### src/rtl/asrv32_fetch.sv
// ASRV32 instruction-fetch stage: owns the PC, fetches words over a request/ack handshake and
// absorbs one stalled instruction in a buffer. Optional macro FETCH_ALIGN_CHECK_EN parks on misaligned redirects.
module asrv32_fetch #(
    parameter logic [31:0] PC_RESET = 32'h0000_0000,
    parameter logic [31:0] INST_NOP = 32'h0000_0013
) (
    input  logic        i_clk,
    input  logic        i_rst_n,
    output logic [31:0] o_iaddr,
    output logic        o_rd_req,
    input  logic        i_ack,
    input  logic [31:0] i_inst,
    output logic [31:0] o_inst,
    output logic [31:0] o_pc,
    output logic        o_valid,
    input  logic        i_stall,
    input  logic        i_change_pc,
    input  logic [31:0] i_new_pc
`ifdef FETCH_ALIGN_CHECK_EN
    ,
    output logic        o_misaligned
`endif
);

    typedef enum logic [1:0] {
        ST_START,
        ST_REQ,
        ST_HOLD
    } state_e;

    state_e      state_q;
    logic [31:0] iaddr_q;
    logic [31:0] inst_q;
    logic [31:0] pc_q;
    logic [31:0] buf_inst_q;
    logic [31:0] buf_pc_q;
    logic        rd_req_q;
    logic        valid_q;
    logic        discard_q;

    logic [31:0] iaddr_inc_d;
    logic [31:0] redirect_pc_d;
    logic        redirect_req_d;
    logic        ack_take_d;

`ifdef FETCH_ALIGN_CHECK_EN
    logic        misaligned_q;
    logic        misalign_d;
`endif

    always_comb begin
        iaddr_inc_d = iaddr_q + 32'd4;
        // An ack only counts while our own request is live; a discarded one is swallowed.
        ack_take_d  = i_ack && (state_q == ST_REQ) && rd_req_q && !discard_q;
`ifdef FETCH_ALIGN_CHECK_EN
        misalign_d     = (i_new_pc[1:0] != 2'b00);
        redirect_pc_d  = i_new_pc;
        redirect_req_d = !misalign_d;
`else
        redirect_pc_d  = i_new_pc & 32'hFFFF_FFFC;
        redirect_req_d = 1'b1;
`endif
    end

    // NOTE: every register here uses <= so all next-state terms read the pre-edge values.
    always_ff @(posedge i_clk or negedge i_rst_n) begin
        if (!i_rst_n) begin
            state_q    <= ST_START;
            iaddr_q    <= PC_RESET;
            rd_req_q   <= 1'b0;
            inst_q     <= INST_NOP;
            pc_q       <= PC_RESET;
            valid_q    <= 1'b0;
            discard_q  <= 1'b0;
            // NOTE: the one-entry buffer is reset too, so no X can ever reach the decoder.
            buf_inst_q <= INST_NOP;
            buf_pc_q   <= PC_RESET;
`ifdef FETCH_ALIGN_CHECK_EN
            misaligned_q <= 1'b0;
`endif
        end else if (i_change_pc) begin
            state_q    <= ST_REQ;
            iaddr_q    <= redirect_pc_d;
            rd_req_q   <= redirect_req_d;
            valid_q    <= 1'b0;
            inst_q     <= INST_NOP;
            buf_inst_q <= INST_NOP;
            discard_q  <= (rd_req_q || discard_q) && !i_ack;
`ifdef FETCH_ALIGN_CHECK_EN
            misaligned_q <= misalign_d;
`endif
        end else begin
            case (state_q)
                ST_START: begin
                    state_q  <= ST_REQ;
                    rd_req_q <= 1'b1;
                end
                ST_REQ: begin
                    if (i_ack && discard_q) begin
                        discard_q <= 1'b0;
                    end
                    if (ack_take_d) begin
                        iaddr_q <= iaddr_inc_d;
                        if (i_stall) begin
                            buf_inst_q <= i_inst;
                            buf_pc_q   <= iaddr_q;
                            rd_req_q   <= 1'b0;
                            state_q    <= ST_HOLD;
                        end else begin
                            inst_q  <= i_inst;
                            pc_q    <= iaddr_q;
                            valid_q <= 1'b1;
                        end
                    end else if (!i_stall) begin
                        valid_q <= 1'b0;
                        inst_q  <= INST_NOP;
                    end
                end
                ST_HOLD: begin
                    if (!i_stall) begin
                        inst_q   <= buf_inst_q;
                        pc_q     <= buf_pc_q;
                        valid_q  <= 1'b1;
                        rd_req_q <= 1'b1;
                        state_q  <= ST_REQ;
                    end
                end
                default: state_q <= ST_START;
            endcase
        end
    end

    assign o_iaddr  = iaddr_q;
    assign o_rd_req = rd_req_q;
    assign o_inst   = inst_q;
    assign o_pc     = pc_q;
    assign o_valid  = valid_q;
`ifdef FETCH_ALIGN_CHECK_EN
    assign o_misaligned = misaligned_q;
`endif

endmodule
### config.mk
export PLATFORM = sky130hd
export DESIGN_NAME = asrv32_fetch
export DESIGN_NICKNAME = d
export VERILOG_FILES = /design/src/rtl/asrv32_fetch.sv
export SDC_FILE = /design/constraint.sdc
export NUM_CORES = 1
export LEC_CHECK = 0
export ABC_CLOCK_PERIOD_IN_PS = 4930
export CORE_MARGIN = 8
export CORE_UTILIZATION = 45
export DETAILED_ROUTE_END_ITERATION = 12
export PLACE_DENSITY = 0.72
export SLEW_MARGIN = 20
export SYNTH_ARGS = -nofsm -noshare
export SYNTH_HDL_FRONTEND = slang
export SYNTH_SLANG_ARGS = --single-unit
### constraint.sdc
create_clock -name i_clk -period 4.93 [get_ports i_clk]
set_clock_uncertainty 0.1 [all_clocks]
set_input_delay 0.493 -clock i_clk [delete_from_list [all_inputs] [get_ports i_clk]]
set_output_delay 0.493 -clock i_clk [all_outputs]
set_load 0.02 [all_outputs]
After elaboration in Yosys (flattened, before gate mapping)
Index checks and enable logic that the tools add are counted.
Cells by class
  add/subtract/negate cells: 1
  eq/ne operators: 10
  bitwise operators: 1
  reduce and logical (&&, ||, !) cells: 25
  muxes and demuxes: 35
Operator list (count)
  32-bit two-way mux: 15
  32-bit case mux with 2 select lines: 2
  32-bit by 3-bit adder with 32-bit output (second input constant): 1
  3-bit inequality test (second input constant): 4
  1-bit two-way mux: 11
  2-bit nonzero test: 5
  3-bit AND reduction: 3
  2-bit two-way mux: 4
  4-bit AND reduction: 2
  2-bit inequality test (second input constant): 3
  2-bit case mux with 3 select lines: 1
  2-bit AND reduction: 3
  1-bit logical AND: 5
  5-bit AND reduction: 1
  4-bit inequality test (second input constant): 1
  4-bit nonzero test: 1
  1-bit case mux with 3 select lines: 1
  3-bit nonzero test: 1
  2-bit by 1-bit equality test with 1-bit output (second input constant): 1
  2-bit equality test (second input constant): 1
  1-bit logical NOT: 2
  2-bit logical NOT: 1
  1-bit case mux with 2 select lines: 1
  1-bit logical OR: 1
  1-bit NOT: 1
Storage, ports and cells
  flip-flop bits (word level): 165

Logic depth before layout (Yosys ltp)
Gate-level depths: netlist of the first run.
  word-level depth: 7
  gate-level depth with buffers: 9

Worst setup path after synthesis of the first run
No wires, ideal clock.
  path type: flip-flop to flip-flop
  from: reg state_q[1]
  to: reg iaddr_q[15], in the netlist o_iaddr[15]
  slack: 2.772 ns
  stages on the path, launching flop included: 8
  buffers on the path: 1
  arrival: 1.976 ns
  required time: 4.748 ns
  path through: dfrtp_1 -> inv_1 -> ha_1 -> buf_4 -> nand4b_4 -> or3_1 -> or4_1 -> a31oi_1
Between the ends
  cells in the longest elaborated chain, start to end: 6
  elaborated cells between the ends (all ways): 7
Ends and longest elaborated chain
  from (decl): line 31  | state_e state_q;
  from (signal assigned): line 68  | state_q <= ST_START;
  from (signal assigned): line 82  | state_q <= ST_REQ;
  from (signal assigned): line 95  | state_q <= ST_REQ;
  2-bit by 1-bit equality test with 1-bit output *: line 54, 93
  1-bit logical AND (3 in series): line 54  | ack_take_d = i_ack && (state_q == ST_REQ) && rd_req_q && !discard_q;
  2-bit nonzero test (no line)
  2-bit AND reduction (no line) *
  to (signal assigned): line 83  | iaddr_q <= redirect_pc_d;
  to (signal assigned): line 103  | iaddr_q <= iaddr_inc_d;
  to (decl): line 32  | logic [31:0] iaddr_q;
Every way passes the cells marked *; elsewhere a longest branch is shown, timed or not.
A chain may end at the register's enable or synchronous reset.

Worst setup path in the final report of the first run
  from: reg state_q[1]
  to: reg pc_q[28], in the netlist o_pc[28]
Between the ends
  cells in the longest elaborated chain, start to end: 6
  elaborated cells between the ends (all ways): 11
Ends and longest elaborated chain
  2-bit by 1-bit equality test with 1-bit output: line 54, 93
  1-bit logical AND (3 in series): line 54
  2-bit inequality test (no line)
  5-bit AND reduction (no line)
  to (signal assigned): line 111  | pc_q <= iaddr_q;
  to (signal assigned): line 122  | pc_q <= buf_pc_q;
  to (decl): line 34  | logic [31:0] pc_q;
Several ways; a longest one is shown, not always the timed one.

==> reports/results.tsv, run 1 <==
stage	metric	value	unit
critical_path	Critical Path Source Type	register	
outcome	status	finished clean	
yosys	Post-Synthesis Cells	730	
grt	first-pass GRT wire length	32700	um
timing	Final Max Slew Viols	0	
final_layout	area of the multi-input gates	0.00335	mm2
final_layout	share of cells above drive strength 1	0.178	
critical_path	CP max stage cell	nand3_2	
power_and_ir_drop	total power	4.73	mW
critical_path	critical path, cell by cell	inv_1 > ha_1 > nand4b_4 > o21ai_0 > nand3_2 > mux2_2	
floorplan	Starting Density	0.458	
clocking	Clock Path Buffers	2	
clocking	clock sinks	159	
final_layout	Final Util	0.603	
yosys	Synth cell types	54	
timing	Final period util	0.598	
critical_path	CP max FO	30	
final_layout	most frequent cells in the layout	clkdlybuf4s50_1 (158), nand2_1 (153), dfrtp_1 (153)	
yosys	Post-synth EDFFs	0	
place	DPL Wire Length	13100	um
yosys	Seq/Total Area, Yosys	0.526	
grt	GRT Resource Usage Total	0.190	
timing	unrepaired setup endpoints after global routing	false	
floorplan	die width	146	um
route	Iter 0 DRT Violations	341	
clocking	clock root cell	clkbuf_16	
critical_path	Arr. time, crit path	3.14	ns
place	port bufs	160	
hold_path	Hold Path Class	input pin to asynchronous set/reset pin	
clocking	CTS resizes	0	
timing	Worst Tran Pin Value	0.935	ns
clocking	CTS H-tree depth	4	
route	detailed-route via count	6026	
floorplan	Die Footprint	0.0212	mm2
final_layout	n_diodes	0	
final_layout	commonest non-fill, non-tap cell in the layout	clkdlybuf4s50_1	
floorplan	io pins	167	
yosys	Mean Syn Cell Area	10.4	um2
route	Remaining DRCs	0	
critical_path	CP Buf/Inv Count	1	
grt	vias in the first global route	6122	
route	drt total wl	19900	um
clocking	CTS Hold Bufs	0	
timing	slew margin rel.	0.376	
timing	Tmin final	2.95	ns
critical_path	nature of the critical path endpoint	register	
floorplan	core area	0.0165	mm2
power_and_ir_drop	maximum vdd drop	281	uV
clocking	CTS Buf Count	17	
power_and_ir_drop	PD cells	475	mW/mm2
timing	Setup TNS	0	ns
critical_path	delay-heaviest family, CP	simple AND/OR/NAND/NOR gates	
route	DR WL/cell	18.0	um
grt	initial antenna violation count	1	
final_layout	register area	0.00399	mm2
grt	largest net degree at the start of global routing	80	
final_layout	Synth-to-Final Area Change	31.5	%
power_and_ir_drop	Leak Pwr	4.03	nW
yosys	area of the mapped netlist	0.00757	mm2
floorplan	die height	146	um
timing	Final Setup Violations	0	
route	via density per instance	5.47	
yosys	Ys Warns	0	
route	Pre-antenna DRT Iters	4	
run	max cap viols	0	
final_layout	layout net count	943	
critical_path	slowest stage delay, CP	0.74	ns
yosys	Top FF cell, synth	dfrtp_1	
yosys	Post-synth ARST share	1.00	
grt	grt ovf	0	
place	Placer Congestion	0.753	
clocking	setup bufs post-CTS	0	
critical_path	critical path required time	5.13	ns
floorplan	Core Rows	47	
final_layout	Filler cells	1393	
clocking	CTS tree	built	
timing	final hold vios	0	
route	ANT nets after route	0	
yosys	#FFs+latches synth	159	
place	Place WS	1.87	ns
timing	Final WS setup	1.98	ns
critical_path	CP Class	register to register	
clocking	Clk Latency, worst-skew pair	0.43	ns
clocking	clock transition at the registers of the reported paths	0.06	ns
timing	Max Freq	339	MHz
[area by class of cell]
class	count	area share
Sequential cell	159	0.400
Inverter	8	0.00301
Clock inverter	14	0.0216
Tap cell	220	0.0276
Multi-Input combinational cell	512	0.336
Clock buffer	18	0.0431
Timing Repair Buffer	171	0.169
[per-stage QoR]
stage	hold WS, ns	area [um2]	cells
global placement	0.377	9320	1070
floorplan	0.0974	7590	733
global route	0.0712	9960	1102
finish	0.000523	9960	1102
CTS	0.0344	9960	1102
detailed placement	0.388	9320	1070
[power breakdown]
group | leakage, nW | total (mW) | internal [mW] | switching, mW
Combinational | 1.74 | 1.43 | 0.731 | 0.704
Sequential | 1.97 | 1.85 | 1.64 | 0.211
Clock | 0.316 | 1.44 | 0.900 | 0.544
[cell families after synthesis]
family / count (synthesis) / synth area share
adder cells (fa/ha/maj): 5 / 0.00826
multiplexers: 91 / 0.135
AND/OR/NAND/NOR: 249 / 0.152
XOR/XNOR: 9 / 0.0104
other: 1 / 0.000495
AO/OA/AOI/OAI: 154 / 0.130
flip-flops: 159 / 0.526
buffers and inverters: 62 / 0.0368
[flip-flops by register name, indices dropped and copies added (netlist names), 2 cells and up]
name        count
buf_inst_q     32
o_inst         32
buf_pc_q       30
o_iaddr        30
o_pc           30
state_q         2
[synth_stat cells, types with 4 or more instances]
cell type  instances  area share
dfrtp_1          153        0.51
o31ai_1           14       0.014
a31oi_1           16       0.013
nand2_1          153       0.076
ha_1               5      0.0083
inv_1              8      0.0040
nor4_1             4      0.0033
buf_4              6      0.0059
xor2_1             4      0.0046
or4_1             16       0.016
dfstp_2            6       0.021
clkbuf_1          35       0.017
mux2_2            90        0.13
o21ai_0           45       0.030
xnor2_1            5      0.0058
nand3_1           16       0.011
a22o_1            29       0.034
nand4_1            8      0.0066
and3_1             4      0.0033
a21oi_1           34       0.022
nor3_1             5      0.0033
nor2_1            24       0.012
buf_1              7      0.0035
[path summary, 6_finish.rpt]
path / slack, ns / from / cells past startpoint / end
worst max-delay path: 1.98 / state_q[1] / 6 / o_pc[28]
worst min-delay path: 0.0005 / i_rst_n / 1 / o_pc[25]
worst max register to register: 1.98 / state_q[1] / 6 / o_pc[28]
worst min register to register: 0.40 / buf_inst_q[1] / 2 / buf_inst_q[1]
max in group asynchronous: 3.64 / i_rst_n / 2 / buf_inst_q[9]
min in group i_clk: 0.40 / buf_inst_q[1] / 2 / buf_inst_q[1]
[layer usage]
metal / up-vias / wire (um) / track usage
li1: 2870 / - / -
met1: 2985 / 8850 / 0.242
met2: 154 / 9320 / 0.301
met3: 15 / 1470 / 0.0603
met4: 2 / 223 / 0.0630
met5: - / 8 / 0
Note: power is estimated with default switching activity, not from simulation.
==> run 2, diff against run 1 <==
--- a/config.mk
+++ b/config.mk
@@ -5,7 +5,7 @@
 export SDC_FILE = /design/constraint.sdc
 export NUM_CORES = 1
 export LEC_CHECK = 0
-export ABC_CLOCK_PERIOD_IN_PS = 4930
+export ABC_CLOCK_PERIOD_IN_PS = 3000
 export CORE_MARGIN = 8
 export CORE_UTILIZATION = 45
 export DETAILED_ROUTE_END_ITERATION = 12
==> constraint.sdc (replaced) <==
create_clock -name i_clk -period 3 [get_ports i_clk]
set_clock_uncertainty 0.1 [all_clocks]
set_input_delay 0.3 -clock i_clk [delete_from_list [all_inputs] [get_ports i_clk]]
set_output_delay 0.3 -clock i_clk [all_outputs]
set_load 0.02 [all_outputs]
==> run 2 against run 1 <==
Against the previous run: clock power rose by 58%; worst setup slack got worse by 1.6 ns; global-route usage fell by 0.099 points; cell count rose by 0.73%; sequential power rose by 64%; register-to-register slack got worse by 1.6 ns; total power rose by 62%; via count fell by 1.0%; flip-flop and latch count did not move; combinational power rose by 66%; highest routed layer is now met4.
==> reports/results.tsv, run 2 (synthesis results as in run 1) <==
stage	metric	value	unit	change
route	via density per instance	5.37		-1.7%
critical_path	critical path required time	3.23	ns	-1.90 ns
critical_path	nature of the critical path endpoint	register		
final_layout	layout net count	950		+0.74%
timing	Final Max Slew Viols	0		unchanged
floorplan	die height	146	um	unchanged
final_layout	Filler cells	1380		-0.93%
clocking	CTS tree	built		
floorplan	Core Rows	47		unchanged
timing	Final Setup Violations	0		unchanged
place	DPL Wire Length	13400	um	+2.1%
timing	slew margin rel.	0.499		+0.123
final_layout	share of cells above drive strength 1	0.184		+0.00647
route	drt total wl	19800	um	-0.45%
route	DR WL/cell	17.8	um	-1.2%
critical_path	CP Buf/Inv Count	1		unchanged
hold_path	Endpoint, Worst Hold	o_iaddr[12]		
power_and_ir_drop	total power	7.69	mW	+62%
run	max cap viols	0		unchanged
power_and_ir_drop	maximum vdd drop	465	uV	+66%
final_layout	non-filler cells, final	1110		+0.73%
clocking	clock root cell	clkbuf_16		
timing	final hold vios	0		unchanged
grt	GRT Resource Usage Total	0.189		-0.000987
timing	Worst Tran Pin Value	0.752	ns	-0.183 ns
clocking	CTS resizes	0		unchanged
critical_path	FF-to-FF Start	state_q[1]		
critical_path	Critical Path Source Type	register		
clocking	CTS H-tree depth	4		unchanged
route	Pre-antenna DRT Iters	5		+1
clocking	clock transition at the registers of the reported paths	0.06	ns	about the same
route	Iter 0 DRT Violations	295		-13%
grt	grt ovf	0		unchanged
floorplan	io pins	167		unchanged
place	Placed Cells	1076		+0.56%
critical_path	CP max FO	12		-60%
final_layout	commonest non-fill, non-tap cell in the layout	clkdlybuf4s50_1		
final_layout	most frequent cells in the layout	clkdlybuf4s50_1 (158), nand2_1 (153), dfrtp_1 (153)		
power_and_ir_drop	PD cells	766	mW/mm2	+61%
floorplan	core area	0.0165	mm2	unchanged
critical_path	Arr. time, crit path	2.86	ns	-0.28 ns
grt	first-pass GRT wire length	32500	um	-0.65%
place	Placer Congestion	0.788		+4.8%
route	Remaining DRCs	0		unchanged
timing	Tmin final	2.63	ns	-0.316 ns
floorplan	die width	146	um	unchanged
clocking	Clock Path Buffers	2		unchanged
clocking	CTS Buf Count	17		unchanged
timing	Final WS setup	0.370	ns	-1.61 ns
route	ANT nets after route	0		unchanged
final_layout	Synth-to-Final Area Change	32.5	%	
grt	vias in the first global route	6051		-1.2%
timing	unrepaired setup endpoints after global routing	false		
hold_path	hold-critical path depth	3		
route	detailed-route via count	5966		-1.0%
final_layout	Final Util	0.607		+0.00447
grt	largest net degree at the start of global routing	81		+1.3%
critical_path	delay-heaviest family, CP	simple AND/OR/NAND/NOR gates		
clocking	setup bufs post-CTS	0		unchanged
outcome	status	finished clean		
timing	Setup TNS	0	ns	unchanged
grt	initial antenna violation count	1		unchanged
hold_path	Hold Path Class	input pin to register		
critical_path	R2R setup slack	0.37	ns	-1.61 ns
floorplan	Starting Density	0.458		unchanged
hold_path	HP Start	i_change_pc		
floorplan	Die Footprint	0.0212	mm2	unchanged
clocking	Clk Latency, worst-skew pair	0.42	ns	about the same
place	Place WS	0.430	ns	-1.44 ns
critical_path	Worst R2R End	o_iaddr[20]		
power_and_ir_drop	Leak Pwr	4.06	nW	+0.64%
place	port bufs	160		unchanged
critical_path	slowest stage delay, CP	0.58	ns	-0.16 ns
critical_path	R2R depth	6		unchanged
timing	Max Freq	380	MHz	+12%
critical_path	critical path, cell by cell	inv_1 > ha_1 > and4b_2 > nand2_1 > or4_1 > a31oi_1		
timing	Final period util	0.877		+0.279
clocking	clock sinks	159		unchanged
critical_path	Worst setup startpoint	state_q[1]		
critical_path	CP Class	register to register		
critical_path	CP max stage cell	or4_1		
run 2: layout make-up:
cell class / count / area (um2) / area share
flip-flops and latches: 159 / 3990 / 0.397
multi-input cells: 512 / 3350 / 0.333
repair buffers: 178 / 1770 / 0.177
clock buffers: 18 / 439 / 0.0438
well taps: 220 / 275 / 0.0274
clock inverters: 14 / 184 / 0.0183
inverters: 8 / 30.0 / 0.00299
diodes: 1 / 2.50 / 0.000249
run 2: worst reg2reg max path, stage by stage (launching register included):
cell and delay (ns):
dfrtp_1 0.44, inv_1 0.10, ha_1 0.38, and4b_2 0.45, nand2_1 0.29, or4_1 0.58, a31oi_1 0.20
run 2: through the flow:
| step | instance area (um2) | hold slack [ns] |
|---|---|---|
| after floorplan | 7590 | -0.0956 |
| after CTS | 10000 | 0.240 |
| final | 10000 | 0.254 |
| after global routing | 10000 | 0.283 |
| after global placement | 9400 | 0.310 |
| after detailed placement | 9400 | 0.315 |
run 2: routing by layer:
metal / global-route usage / up-vias / wire length [um] / part of all wire
met3: 0.0728 / 25 / 1580 / 0.080
li1: - / 2886 / - / -
met1: 0.243 / 2886 / 8840 / 0.45
met5: 0 / - / 0 / 0
met4: 0.0567 / 0 / 349 / 0.018
met2: 0.290 / 169 / 9000 / 0.46
run 2: worst max-delay path by stage:
stage,endpoint,depth (start not counted)
floorplan,o_iaddr[15],7
global placement,o_iaddr[18],6
detailed placement,o_iaddr[22],6
CTS,o_iaddr[20],6
global route,o_iaddr[20],6
finish,o_iaddr[20],6
run 2: what timing repair did:
item | 4_1_cts | 5_1_grt
hold buffers | 1 | 0
endpoints found under the hold margin | 72 | 0
endpoints found under the setup margin | 0 | 0
run 2: where the power goes:
group	switching [mW]	internal [mW]
sequential	0.340	2.70
clock	0.923	1.35
combinational	1.16	1.22
total	2.42	5.26
